$ cat src/rtl/seq_gen_pkg.sv
// Shared types and constants for the serial pattern generator.
package seq_gen_pkg;

   typedef enum logic [1:0] {
      IDLE = 2'd0,
      SEND = 2'd1,
      GAP  = 2'd2,
      DONE = 2'd3
   } gen_state_t;

   // Reference pattern used when co-simulating with the sequence detector.
   localparam logic [3:0] PAT_1011 = 4'b1011;

endpackage

$ cat src/rtl/seq_gen_shreg.sv
// Pattern register plus loadable, wrapping bit-index counter (MSB-first).
module seq_gen_shreg
   import seq_gen_pkg::*;
#(
   parameter int unsigned PAT_W = 8
) (
   input  logic                         clk,
   input  logic                         rst_n,
   input  logic                         load_i,
   input  logic                         step_i,
   input  logic [PAT_W-1:0]             pat_i,
   input  logic [$clog2(PAT_W+1)-1:0]   len_i,
   output logic                         bit_nxt_o,
   output logic                         last_o
);

   localparam int unsigned LW = $clog2(PAT_W + 1);
   localparam int unsigned IW = (PAT_W > 1) ? $clog2(PAT_W) : 1;
   localparam logic [LW-1:0] FULL = LW'(PAT_W);
   localparam logic [LW-1:0] ONE  = LW'(1);

   logic [PAT_W-1:0] pat_q, pat_d;
   logic [LW-1:0]    len_q, len_d, len_eff;
   logic [IW-1:0]    idx_q, idx_d;

   // Clamp zero or oversized lengths to the full pattern width
   always_comb begin
      len_eff = len_i;
      if (len_i == '0 || len_i > FULL) begin
         len_eff = FULL;
      end
   end

   // Next index: load starts at the MSB; stepping past bit 0 wraps back to len-1,
   // so the index is already positioned for the next repetition (with or without gap)
   always_comb begin
      pat_d = pat_q;
      len_d = len_q;
      idx_d = idx_q;
      if (load_i) begin
         pat_d = pat_i;
         len_d = len_eff;
         idx_d = IW'(len_eff - ONE);
      end else if (step_i) begin
         if (idx_q == '0) begin
            idx_d = IW'(len_q - ONE);
         end else begin
            idx_d = idx_q - IW'(1);
         end
      end
   end

   // Pattern, length and index registers
   always_ff @(posedge clk or negedge rst_n) begin
      if (!rst_n) begin
         pat_q <= '0;
         len_q <= '0;
         idx_q <= '0;
      end else begin
         pat_q <= pat_d;
         len_q <= len_d;
         idx_q <= idx_d;
      end
   end

   // Bit that will be on the line next cycle; lets the top register its output
   always_comb begin
      bit_nxt_o = pat_d[idx_d];
      last_o    = (idx_q == '0);
   end

endmodule

$ cat src/rtl/seq_generator.sv
// Serial pattern transmitter: sends a latched pattern MSB-first, repeated with gaps.
module seq_generator
   import seq_gen_pkg::*;
#(
   parameter int unsigned PAT_W = 8,
   parameter int unsigned REP_W = 8,
   parameter int unsigned GAP_W = 4
) (
   input  logic                         clk,
   input  logic                         rst_n,
   input  logic                         start,
   input  logic                         abort,
   input  logic [PAT_W-1:0]             pat_i,
   input  logic [$clog2(PAT_W+1)-1:0]   len_i,
   input  logic [REP_W-1:0]             reps_i,
   input  logic [GAP_W-1:0]             gap_i,
   output logic                         out_bit,
   output logic                         out_valid,
   output logic                         busy,
   output logic                         done
);

   localparam logic [REP_W-1:0] REP_ONE = REP_W'(1);
   localparam logic [GAP_W-1:0] GAP_ONE = GAP_W'(1);

   gen_state_t       state_q, state_d;
   logic [REP_W-1:0] rep_q, rep_d;
   logic [GAP_W-1:0] gap_q, gap_d;
   logic [GAP_W-1:0] gap_cfg_q, gap_cfg_d;
   logic             load, step, bit_nxt, last;
   logic             out_bit_q, out_bit_d;
   logic             out_valid_q, out_valid_d;
   logic             busy_q, busy_d;
   logic             done_q, done_d;

   seq_gen_shreg #(
      .PAT_W (PAT_W)
   ) u_shreg (
      .clk       (clk),
      .rst_n     (rst_n),
      .load_i    (load),
      .step_i    (step),
      .pat_i     (pat_i),
      .len_i     (len_i),
      .bit_nxt_o (bit_nxt),
      .last_o    (last)
   );

   // State, counters and registered outputs
   always_ff @(posedge clk or negedge rst_n) begin
      if (!rst_n) begin
         state_q     <= IDLE;
         rep_q       <= '0;
         gap_q       <= '0;
         gap_cfg_q   <= '0;
         out_bit_q   <= 1'b0;
         out_valid_q <= 1'b0;
         busy_q      <= 1'b0;
         done_q      <= 1'b0;
      end else begin
         state_q     <= state_d;
         rep_q       <= rep_d;
         gap_q       <= gap_d;
         gap_cfg_q   <= gap_cfg_d;
         out_bit_q   <= out_bit_d;
         out_valid_q <= out_valid_d;
         busy_q      <= busy_d;
         done_q      <= done_d;
      end
   end

   // Next-state and counter logic; abort wins over every SEND/GAP transition
   always_comb begin
      state_d   = state_q;
      rep_d     = rep_q;
      gap_d     = gap_q;
      gap_cfg_d = gap_cfg_q;
      load      = 1'b0;
      step      = 1'b0;
      case (state_q)
         IDLE: begin
            if (start) begin
               load      = 1'b1;
               rep_d     = reps_i;
               gap_cfg_d = gap_i;
               state_d   = (reps_i == '0) ? DONE : SEND;
            end
         end
         SEND: begin
            if (abort) begin
               state_d = IDLE;
            end else begin
               step = 1'b1;
               if (last) begin
                  if (rep_q <= REP_ONE) begin
                     rep_d   = '0;
                     state_d = DONE;
                  end else begin
                     rep_d = rep_q - REP_ONE;
                     if (gap_cfg_q != '0) begin
                        gap_d   = gap_cfg_q;
                        state_d = GAP;
                     end
                  end
               end
            end
         end
         GAP: begin
            if (abort) begin
               state_d = IDLE;
            end else if (gap_q <= GAP_ONE) begin
               gap_d   = '0;
               state_d = SEND;
            end else begin
               gap_d = gap_q - GAP_ONE;
            end
         end
         DONE: begin
            state_d = IDLE;
         end
         default: begin
            state_d = IDLE;
         end
      endcase
   end

   // Output values for the coming cycle, derived from the next state
   always_comb begin
      out_valid_d = (state_d == SEND);
      out_bit_d   = out_valid_d & bit_nxt;
      busy_d      = (state_d == SEND) || (state_d == GAP);
      done_d      = (state_d == DONE);
   end

   assign out_bit   = out_bit_q;
   assign out_valid = out_valid_q;
   assign busy      = busy_q;
   assign done      = done_q;

endmodule
$ cat config.mk
export PLATFORM = sky130hd
export DESIGN_NAME = seq_generator
export DESIGN_NICKNAME = d
export VERILOG_FILES = /design/src/rtl/seq_gen_pkg.sv /design/src/rtl/seq_gen_shreg.sv /design/src/rtl/seq_generator.sv
export SDC_FILE = /design/constraint.sdc
export NUM_CORES = 1
export LEC_CHECK = 0
export BUFFER_PORTS_ARGS = -buffer_cell sky130_fd_sc_hd__buf_2
export CORE_MARGIN = 2
export CORE_UTILIZATION = 25
export CTS_CLUSTER_SIZE = 28
export DETAILED_ROUTE_END_ITERATION = 10
export PLACE_DENSITY = 0.45
export SYNTH_ARGS = -nofsm -noshare
export SYNTH_HDL_FRONTEND = slang
export SYNTH_SLANG_ARGS = --single-unit
$ cat constraint.sdc
create_clock -name clk -period 2.7 [get_ports clk]
set_input_delay 0.135 -clock clk [delete_from_list [all_inputs] [get_ports clk]]
set_output_delay 0.135 -clock clk [all_outputs]
set_load 0.01 [all_outputs]
==> out/qor.yml, run 1 <==
drive_above_1_share_pct: 25.4
synth.distinct_cells: 41
power_mw: 2.20
synth_area_um2: 2000
cts_buffers: 5
mostFrequentLayoutCells: "dfrtp_1, buf_2, nand2_1"
avgViaCountPerCell: 4.67
finalSetupTns_ps: 0
first_iter_violations: 64
p_per_area_nw_per_um2: 921
min_period_ps: 2420
crit_required_ps: 2920
layout_commonest_cell: "dfrtp_1"
status: "finished, final reports clean"
peakVddDrop_v: 0.000358
cts_tree: "yes"
synth_fp_nets: 245
final_net_count: 282
areaGrowthSynthToFinish_pct: 19.6
port_buffers: 31
gp_congestion: 0.829
avgSynthCellArea_um2: 9.50
ys_seq_area_share_pct: 45.1
dp_slack_ps: 289
row_count: 32
cts_resized: 0
htreeDepth: 2
route.detailed.drc: 0
synth_edf_count: 0
grt_util_all_layers_pct: 11.3
setup_ws_ps: 284
die-area_um2: 8710
antenna_cells: 0
hold_path.class: "in -> reg"
ys.flop_type: "dfrtp_1"
setup.worst_path.class: "reg -> reg"
overflow: 0
die_w_um: 93.3
startpoint_type: "register"
grt_pass1_wl_um: 7770
start_util_pct: 25.8
ys_async_sr_fraction_pct: 100
setup_viol: 0
clock_sinks: 36
holdWs_ps: 36.7
coreArea_um2: 7730
maxSlewHeadroom_pct: 45.2
yosys_warnings: 0
leakagePower_nw: 1.06
clk_pin_slew_ps: 80
worstPathArrival_ps: 2640
cts_root_buffer: "clkbuf_8"
final_max_slew_viol_count: 0
fmax_mhz: 414
tightestPinTransition_ps: 822
syn_inst: 210
clk_latency_ps: 290
vias: 1636
die_y_um: 93.3
drt-total-wl_um: 4660
dp_hpwl_um: 3490
num_io_pins: 32
worstSetupEndpointType: "register"
fin_crit_sh_pct: 89.5
worst-path-max-fanout: 6
finalHoldViolCount: 0
nFillCells: 819
grt_pass1_vias: 1623
rsz0062_at_grt: "no"
cts_buffer_depth: 2
wl_per_cell_um: 13.3
synth-seq-cells: 36
firstDrtPassIters: 4
grt_max_degree: 37
ant_nets: 0
antenna_found_initial: 0
finalClockSkew_ps: 6.19
cap_viol_max_count: 0
layout make-up:
class                   instances  area (um^2)  share of cell area (%)
multi-input cells             158         1010                    42.3
well taps                     102          128                    5.35
clock inverters                 3         42.5                    1.78
flip-flops and latches         36          901                    37.8
repair buffers                 37          203                    8.49
inverters                       9         33.8                    1.42
clock buffers                   5         68.8                    2.88
path summary, 6_finish.rpt:
| check | start | endpoint | slack (ps) | cells after the start |
|---|---|---|---|---|
| setup / recovery | u_shreg.idx_q[1] | out_bit | 280 | 8 |
| hold / removal | gap_i[2] | gap_cfg_q[2] | 40 | 3 |
| setup reg to reg | u_shreg.idx_q[1] | out_bit | 280 | 8 |
| hold reg to reg | rep_q[7] | rep_q[7] | 490 | 2 |
| max in group asynchronous | rst_n | gap_q[0] | 1700 | 2 |
| min in group asynchronous | rst_n | rep_q[6] | 480 | 2 |
routing by layer:
layer  part of all wire, %  GRT usage [%]  vias up  wire length [um]
li1                      -              -      817                 -
met2                    45           17.3       33              2110
met5                     0              0        -                 0
met1                    49           15.7      782              2290
met3                   4.8           2.82        4               223
met4                  0.92           3.31        0                43
synthesized netlist by cell type, types with 2 or more instances:
library cell  number  share of area (%)
o21ai_0           22                5.5
a31oi_1            2               0.63
buf_2              2               0.50
nor3_1            12                3.0
nor3b_1            2               0.75
ha_1               7                4.4
a221oi_1           2               0.88
nand3_1            2               0.50
clkbuf_1           2               0.38
mux2i_1            3                1.5
nor4_1             4                1.3
nor2b_1            2               0.63
nand2b_1          10                3.1
a32oi_1            3                1.3
inv_1              9                1.7
or2_2              4                1.3
nor2_1            11                2.1
a22o_1             2               0.88
dfrtp_1           36                 45
buf_6              3                1.7
mux2_2            10                5.6
nand2_1           30                5.6
a21oi_1           11                2.8
o21ai_1            2               0.50
worst max-delay path, cell delays in order (launching register included):
cell and delay, ps:
dfrtp_1 440, nor3_1 290, a21oi_1 110, ha_1 290
a2bb2oi_1 190, a2bb2oi_2 300, nor3_1 100, or4_1 500
o22ai_1 110
kinds of logic after synthesis:
logic type,after synthesis,synth area share [%]
AOI/OAI and AO/OA,54,17.2
xor gates and xnor gates,1,0.439
and+or+nand+nor,83,21.4
adders and majority gates,7,4.39
buffers and inverters,16,4.26
muxes,13,7.15
DFF,36,45.1
timing repair:
item / in CTS / in global routing
endpoints found under the hold margin: 36 / 0
hold buffers: 1 / 0
buffers inserted: 0 / 0
registers in the layout, summed over array words and instances (netlist names):
signal,flops
u_shreg.pat_q,8
u_shreg.idx_q,3
out_valid,1
rep_q,8
gap_cfg_q,4
done,1
gap_q,4
u_shreg.len_q,3
out_bit,1
state_q,2
busy,1
metrics by stage:
step                      area (um^2)  utilization (%)  cells
after floorplan                  2000                -    210
after global placement           2260             29.3    341
after detailed placement         2260             29.3    341
after CTS                        2390             30.9    350
after global routing             2390             30.9    350
final                            2390             30.9    350
power breakdown:
group          internal [mW]  total [mW]  switching, mW
logic                  0.378       0.840          0.462
clock network          0.273       0.480          0.207
registers              0.730       0.878          0.149
Note: power is estimated with default switching activity, not from simulation.
==> run 2: changes to the inputs <==
Settings changed: CELL_PAD_IN_SITES_DETAIL_PLACEMENT set to 2, CELL_PAD_IN_SITES_GLOBAL_PLACEMENT set to 2, PLACE_DENSITY 0.45 to 0.63.
==> run 2 against run 1 <==
Via count is 2.6% higher. Flip-flop and latch count stayed put. Setup slack got worse by 54 ps. Final area did not move. Core utilization stayed put. Combinational power grew 2%. Routed wire length up 15%. Sequential power is 1% higher. Die area stayed put. Critical path depth unchanged. Cell count did not move.
==> out/qor.yml, run 2 (synthesis gave the netlist of run 1 again) <==
antenna_cells: 0  # unchanged
num_io_pins: 32  # unchanged
clk_latency_ps: 300  # about the same
worstPathArrival_ps: 2690  # +50 ps
cts_buffers: 5  # unchanged
maxSlewHeadroom_pct: 44.7  # -0.48 points
reg2reg_depth: 8  # unchanged
final_area_um2: 2390  # unchanged
met2WireLength_um: 2550  # +21%
setup_ws_ps: 230  # -53.7 ps
seqPwrFrac_pct: 39.7  # -0.3 points
die_y_um: 93.3  # unchanged
wl_met3_um: 199  # -11%
clock_sinks: 36  # unchanged
hp-start: "gap_i[0]"
wl_met1_um: 2540  # +11%
p_per_area_nw_per_um2: 938  # +1.8%
die-area_um2: 8710  # unchanged
nFillCells: 887  # +8.3%
cts_root_buffer: "clkbuf_8"
gp_congestion: 0.806  # -2.8%
final_max_slew_viol_count: 0  # unchanged
layout_commonest_cell: "dfrtp_1"
ant_nets: 0  # unchanged
r2r_setup_slack_ps: 230  # -50 ps
p_comb_share_pct: 38.4  # +0.2 points
cap_viol_max_count: 0  # unchanged
worst-path-max-fanout: 6  # unchanged
finalSetupTns_ps: 0  # unchanged
power_mw: 2.24  # +1.8%
cts_buffer_depth: 2  # unchanged
crit_buf_inv: 0  # unchanged
leakagePower_nw: 1.06  # about the same
crit_family: "simple AND/OR/NAND/NOR gates"
power_switching_mw: 0.862  # +5.5%
antenna_found_initial: 0  # unchanged
port_buffers: 31  # unchanged
wl_per_cell_um: 15.3  # +15%
hold_end: "gap_cfg_q[0]"
status: "finished, final reports clean"
rr_startpoint: "u_shreg.idx_q[1]"
dp_hpwl_um: 4100  # +17%
cp.depth: 8  # unchanged
finalHoldViolCount: 0  # unchanged
row_count: 32  # unchanged
critical_path.cell_chain: "nor3_1 -> a21oi_1 -> ha_1 -> a2bb2oi_1 -> a2bb2oi_2 -> nor3_1 -> or4_1 -> o22ai_1"
postCtsSetupBuffers: 0  # unchanged
startpoint_type: "register"
min_period_ps: 2470  # +53.7 ps
crit_required_ps: 2920  # about the same
grt_pass1_vias: 1867  # +15%
multiInputGateArea_um2: 1010  # unchanged
tightestPinTransition_ps: 830  # +7.26 ps
route.detailed.drc: 0  # unchanged
area.sequential_um2: 901  # unchanged
first_iter_violations: 29  # -55%
holdWs_ps: 27.6  # -9.13 ps
cp_slowest_cell: "or4_1"
hold_path.class: "in -> reg"
firstDrtPassIters: 4  # unchanged
postPlaceCellArea_um2: 2260  # unchanged
vias: 1678  # +2.6%
avgViaCountPerCell: 4.79  # +2.6%
worstSetupEndpointType: "register"
setup_viol: 0  # unchanged
setup.worst_path.class: "reg -> reg"
drt-total-wl_um: 5360  # +15%
grt_pass1_wl_um: 9290  # +20%
clk_pin_slew_ps: 80  # about the same
cts_tree: "yes"
start_util_pct: 25.8  # unchanged
crit_top_cell: "nor3_1"
sw_frac_of_total_pct: 38.5  # +1.4 points
max_stage_delay_ps: 510  # about the same
clock_power_share_pct: 21.9  # about the same
top_layer_used: "met4"
drive_above_1_share_pct: 25.4  # unchanged
internal-power_mw: 1.37  # -0.43%
areaGrowthSynthToFinish_pct: 19.6  # unchanged
overflow: 0  # unchanged
fin_crit_sh_pct: 91.5  # +2.0 points
coreArea_um2: 7730  # unchanged
peakVddDrop_v: 0.000310  # -13%
timing.rr.end: "out_bit"
finalClockSkew_ps: 8.03  # +1.84 ps
mostFrequentLayoutCells: "dfrtp_1, buf_2, nand2_1"
top_regs: "rep_q: 8 flops, u_shreg.pat_q: 8 flops"
fmax_mhz: 405  # -2.2%
grt_max_degree: 37  # unchanged
htreeDepth: 2  # unchanged
dp_slack_ps: 220  # -68.9 ps
final_net_count: 282  # unchanged
die_w_um: 93.3  # unchanged
grt_util_all_layers_pct: 13.5  # +2.2 points
rsz0062_at_grt: "no"
min_path_cells: 3  # unchanged
[run 2: cell counts in the layout (fill, tap and decap cells not counted)]
No cell type changed its count.
[run 2: worst max path at each step]
| stage | startpoint | to | slack [ps] |
|---|---|---|---|
| finish | u_shreg.idx_q[1] | out_bit | 230 |
| floorplan | rep_q[0] | gap_q[2] | 510 |
| CTS | u_shreg.idx_q[1] | out_bit | 180 |
| detailed placement | u_shreg.idx_q[1] | out_bit | 220 |
| global route | u_shreg.idx_q[1] | out_bit | 10 |
| global placement | u_shreg.idx_q[1] | out_bit | 380 |
[run 2: area by class of cell]
| cell class | instances | share of cell area [%] |
|---|---|---|
| Tap cell | 102 | 5.35 |
| Clock buffer | 5 | 2.88 |
| Clock inverter | 3 | 1.78 |
| Inverter | 9 | 1.42 |
| Sequential cell | 36 | 37.8 |
| Multi-Input combinational cell | 158 | 42.3 |
| Timing Repair Buffer | 37 | 8.49 |
[run 2: worst min-delay path, cell delays in order]
cell and delay [ps]:
buf_2 70, nand2_1 40, nand2_1 40
[run 2: per-stage QoR]
stage,util (%),std cells
floorplan,-,210
global placement,29.3,341
detailed placement,29.3,341
global route,30.9,350
CTS,30.9,350
finish,30.9,350
[run 2: power by group through the flow]
stage | combinational (mW) | clock, mW | sequential (mW)
after floorplan | 0.630 | 0 | 0.854
after global placement | 0.847 | 0 | 0.893
after detailed placement | 0.870 | 0 | 0.901
after CTS | 0.882 | 0.510 | 0.892
after global routing | 0.995 | 0.527 | 0.920
final | 0.859 | 0.489 | 0.889
[run 2: timing repair]
item / in CTS / in global routing
gates resized for setup: 0 / 0
hold buffers: 1 / 0
hold endpoints to repair: 36 / 0
[run 2: routing by layer]
metal | GRT usage [%] | vias to the layer above
met5 | 0 | -
met4 | 4.04 | 0
met3 | 2.90 | 7
met2 | 22.1 | 26
met1 | 17.8 | 828
li1 | - | 817
==> run 3: changes to the inputs <==
Clock period 2.7 ns to 2.8 ns, I/O delays scaled along.
==> run 3 against run 2 <==
Via count decreased by 0.18%. Final area decreased by 0.63%. Register-to-register slack improved by 140 ps. Die area unchanged. Flip-flop and latch count unchanged. Core utilization decreased by 0.19 points. Sequential power decreased by 3.5%. Sequential share of layout area increased by 0.24 points. Routed wire length decreased by 2.8%. Setup slack improved by 140 ps. Clock-buffer cell count unchanged. Largest power group unchanged.
==> out/qor.yml, run 3 (synthesis gave the netlist of run 1 again) <==
avgViaCountPerCell: 4.81  # +0.39%
antenna_found_initial: 0  # unchanged
worstPathArrival_ps: 2650  # -40 ps
finalSetupTns_ps: 0  # unchanged
finalHoldViolCount: 0  # unchanged
die-area_um2: 8710  # unchanged
drt-total-wl_um: 5210  # -2.8%
rsz0062_at_grt: "no"
drive_above_1_share_pct: 24.8  # -0.61 points
port_buffers: 31  # unchanged
timing.rr.end: "out_bit"
postCtsSetupBuffers: 0  # unchanged
fin_crit_sh_pct: 86.9  # -4.5 points
min_path_cells: 3  # unchanged
r2r_setup_slack_ps: 370  # +140 ps
grt_util_all_layers_pct: 13.3  # -0.21 points
crit_required_ps: 3020  # +100 ps
cts_buffers: 5  # unchanged
final_net_count: 280  # -0.71%
fmax_mhz: 411  # +1.4%
grt_pass1_wl_um: 9090  # -2.2%
worst-path-max-fanout: 6  # unchanged
htreeDepth: 2  # unchanged
dp_hpwl_um: 3980  # -2.9%
hold_path.class: "in -> reg"
layout_commonest_cell: "dfrtp_1"
holdWs_ps: 27.8  # +0.219 ps
finalClockSkew_ps: 9.76  # +1.72 ps
final_util_pct: 30.7  # -0.19 points
rr_startpoint: "u_shreg.idx_q[1]"
status: "finished, final reports clean"
leakagePower_nw: 1.05  # -0.91%
setup.worst_path.class: "reg -> reg"
setup_viol: 0  # unchanged
tightestPinTransition_ps: 828  # -1.77 ps
mostFrequentLayoutCells: "dfrtp_1, buf_2, nand2_1"
grt_pass1_vias: 1850  # -0.91%
num_io_pins: 32  # unchanged
antenna_cells: 0  # unchanged
power_mw: 2.12  # -5.3%
vias: 1675  # -0.18%
gp_congestion: 0.777  # -3.7%
hp-start: "gap_i[0]"
peakVddDrop_v: 0.000336  # +8.3%
top_regs: "rep_q: 8 flops, u_shreg.pat_q: 8 flops"
final_max_slew_viol_count: 0  # unchanged
cts_tree: "yes"
wl_per_cell_um: 15.0  # -2.2%
start_util_pct: 25.8  # unchanged
clock_sinks: 36  # unchanged
clk_latency_ps: 300  # about the same
startpoint_type: "register"
die_y_um: 93.3  # unchanged
die_w_um: 93.3  # unchanged
min_period_ps: 2430  # -35.2 ps
overflow: 0  # unchanged
grt_max_degree: 37  # unchanged
route.detailed.drc: 0  # unchanged
row_count: 32  # unchanged
p_per_area_nw_per_um2: 893  # -4.7%
first_iter_violations: 37  # +28%
worstSetupEndpointType: "register"
firstDrtPassIters: 4  # unchanged
cts_root_buffer: "clkbuf_8"
nFillCells: 894  # +0.79%
reg2reg_depth: 8  # unchanged
maxSlewHeadroom_pct: 44.8  # +0.12 points
cap_viol_max_count: 0  # unchanged
ant_nets: 0  # unchanged
clk_pin_slew_ps: 80  # about the same
areaGrowthSynthToFinish_pct: 18.8
cts_buffer_depth: 2  # unchanged
coreArea_um2: 7730  # unchanged
hold_end: "gap_cfg_q[0]"
run 3: layout make-up:
cell class | count | area (um^2) | area share (%)
tap | 102 | 128 | 5.38
multi-input combinational | 158 | 1010 | 42.6
sequential | 36 | 901 | 38.0
inverter | 9 | 33.8 | 1.42
timing repair buffer | 35 | 188 | 7.92
clock buffer | 5 | 68.8 | 2.90
clock inverter | 3 | 42.5 | 1.79
run 3: critical path, stage by stage (launching register included):
cell       delay (ps)
dfrtp_1           450
nor3_1            270
a21oi_1           110
ha_1              280
a2bb2oi_1         220
a2bb2oi_2         300
nor3_1            100
or4_1             510
o22ai_1           120
run 3: per-stage QoR:
step	std cells	setup WS, ps	area [um^2]
after detailed placement	339	319	2250
final	348	365	2370
after global routing	348	183	2370
after CTS	348	320	2370
after global placement	339	456	2250
after floorplan	210	606	2000
run 3: per-layer routing:
layer | wire length, um | track usage, %
met5 | 0 | 0
met4 | 70 | 4.41
met3 | 165 | 2.66
met2 | 2450 | 20.8
met1 | 2530 | 18.3
run 3: where the power goes:
group | switching [mW] | leakage, nW | total (mW) | internal, mW
logic | 0.449 | 0.558 | 0.787 | 0.338
clock network | 0.209 | 0.0541 | 0.472 | 0.264
registers | 0.155 | 0.441 | 0.858 | 0.704
run 3: worst max-delay path by stage:
stage	start	to	slack, ps	depth (start not counted)
2_1_floorplan	rep_q[0]	gap_q[2]	610	9
3_3_place_gp	u_shreg.idx_q[1]	out_bit	460	8
3_5_place_dp	u_shreg.idx_q[1]	out_bit	320	8
4_1_cts	u_shreg.idx_q[1]	out_bit	320	8
5_1_grt	u_shreg.idx_q[1]	out_bit	180	8
6_report	u_shreg.idx_q[1]	out_bit	370	8
run 3: timing repair:
action,CTS,global route
resized for setup,0,0
hold endpoints to repair,36,0
hold buffers,1,0
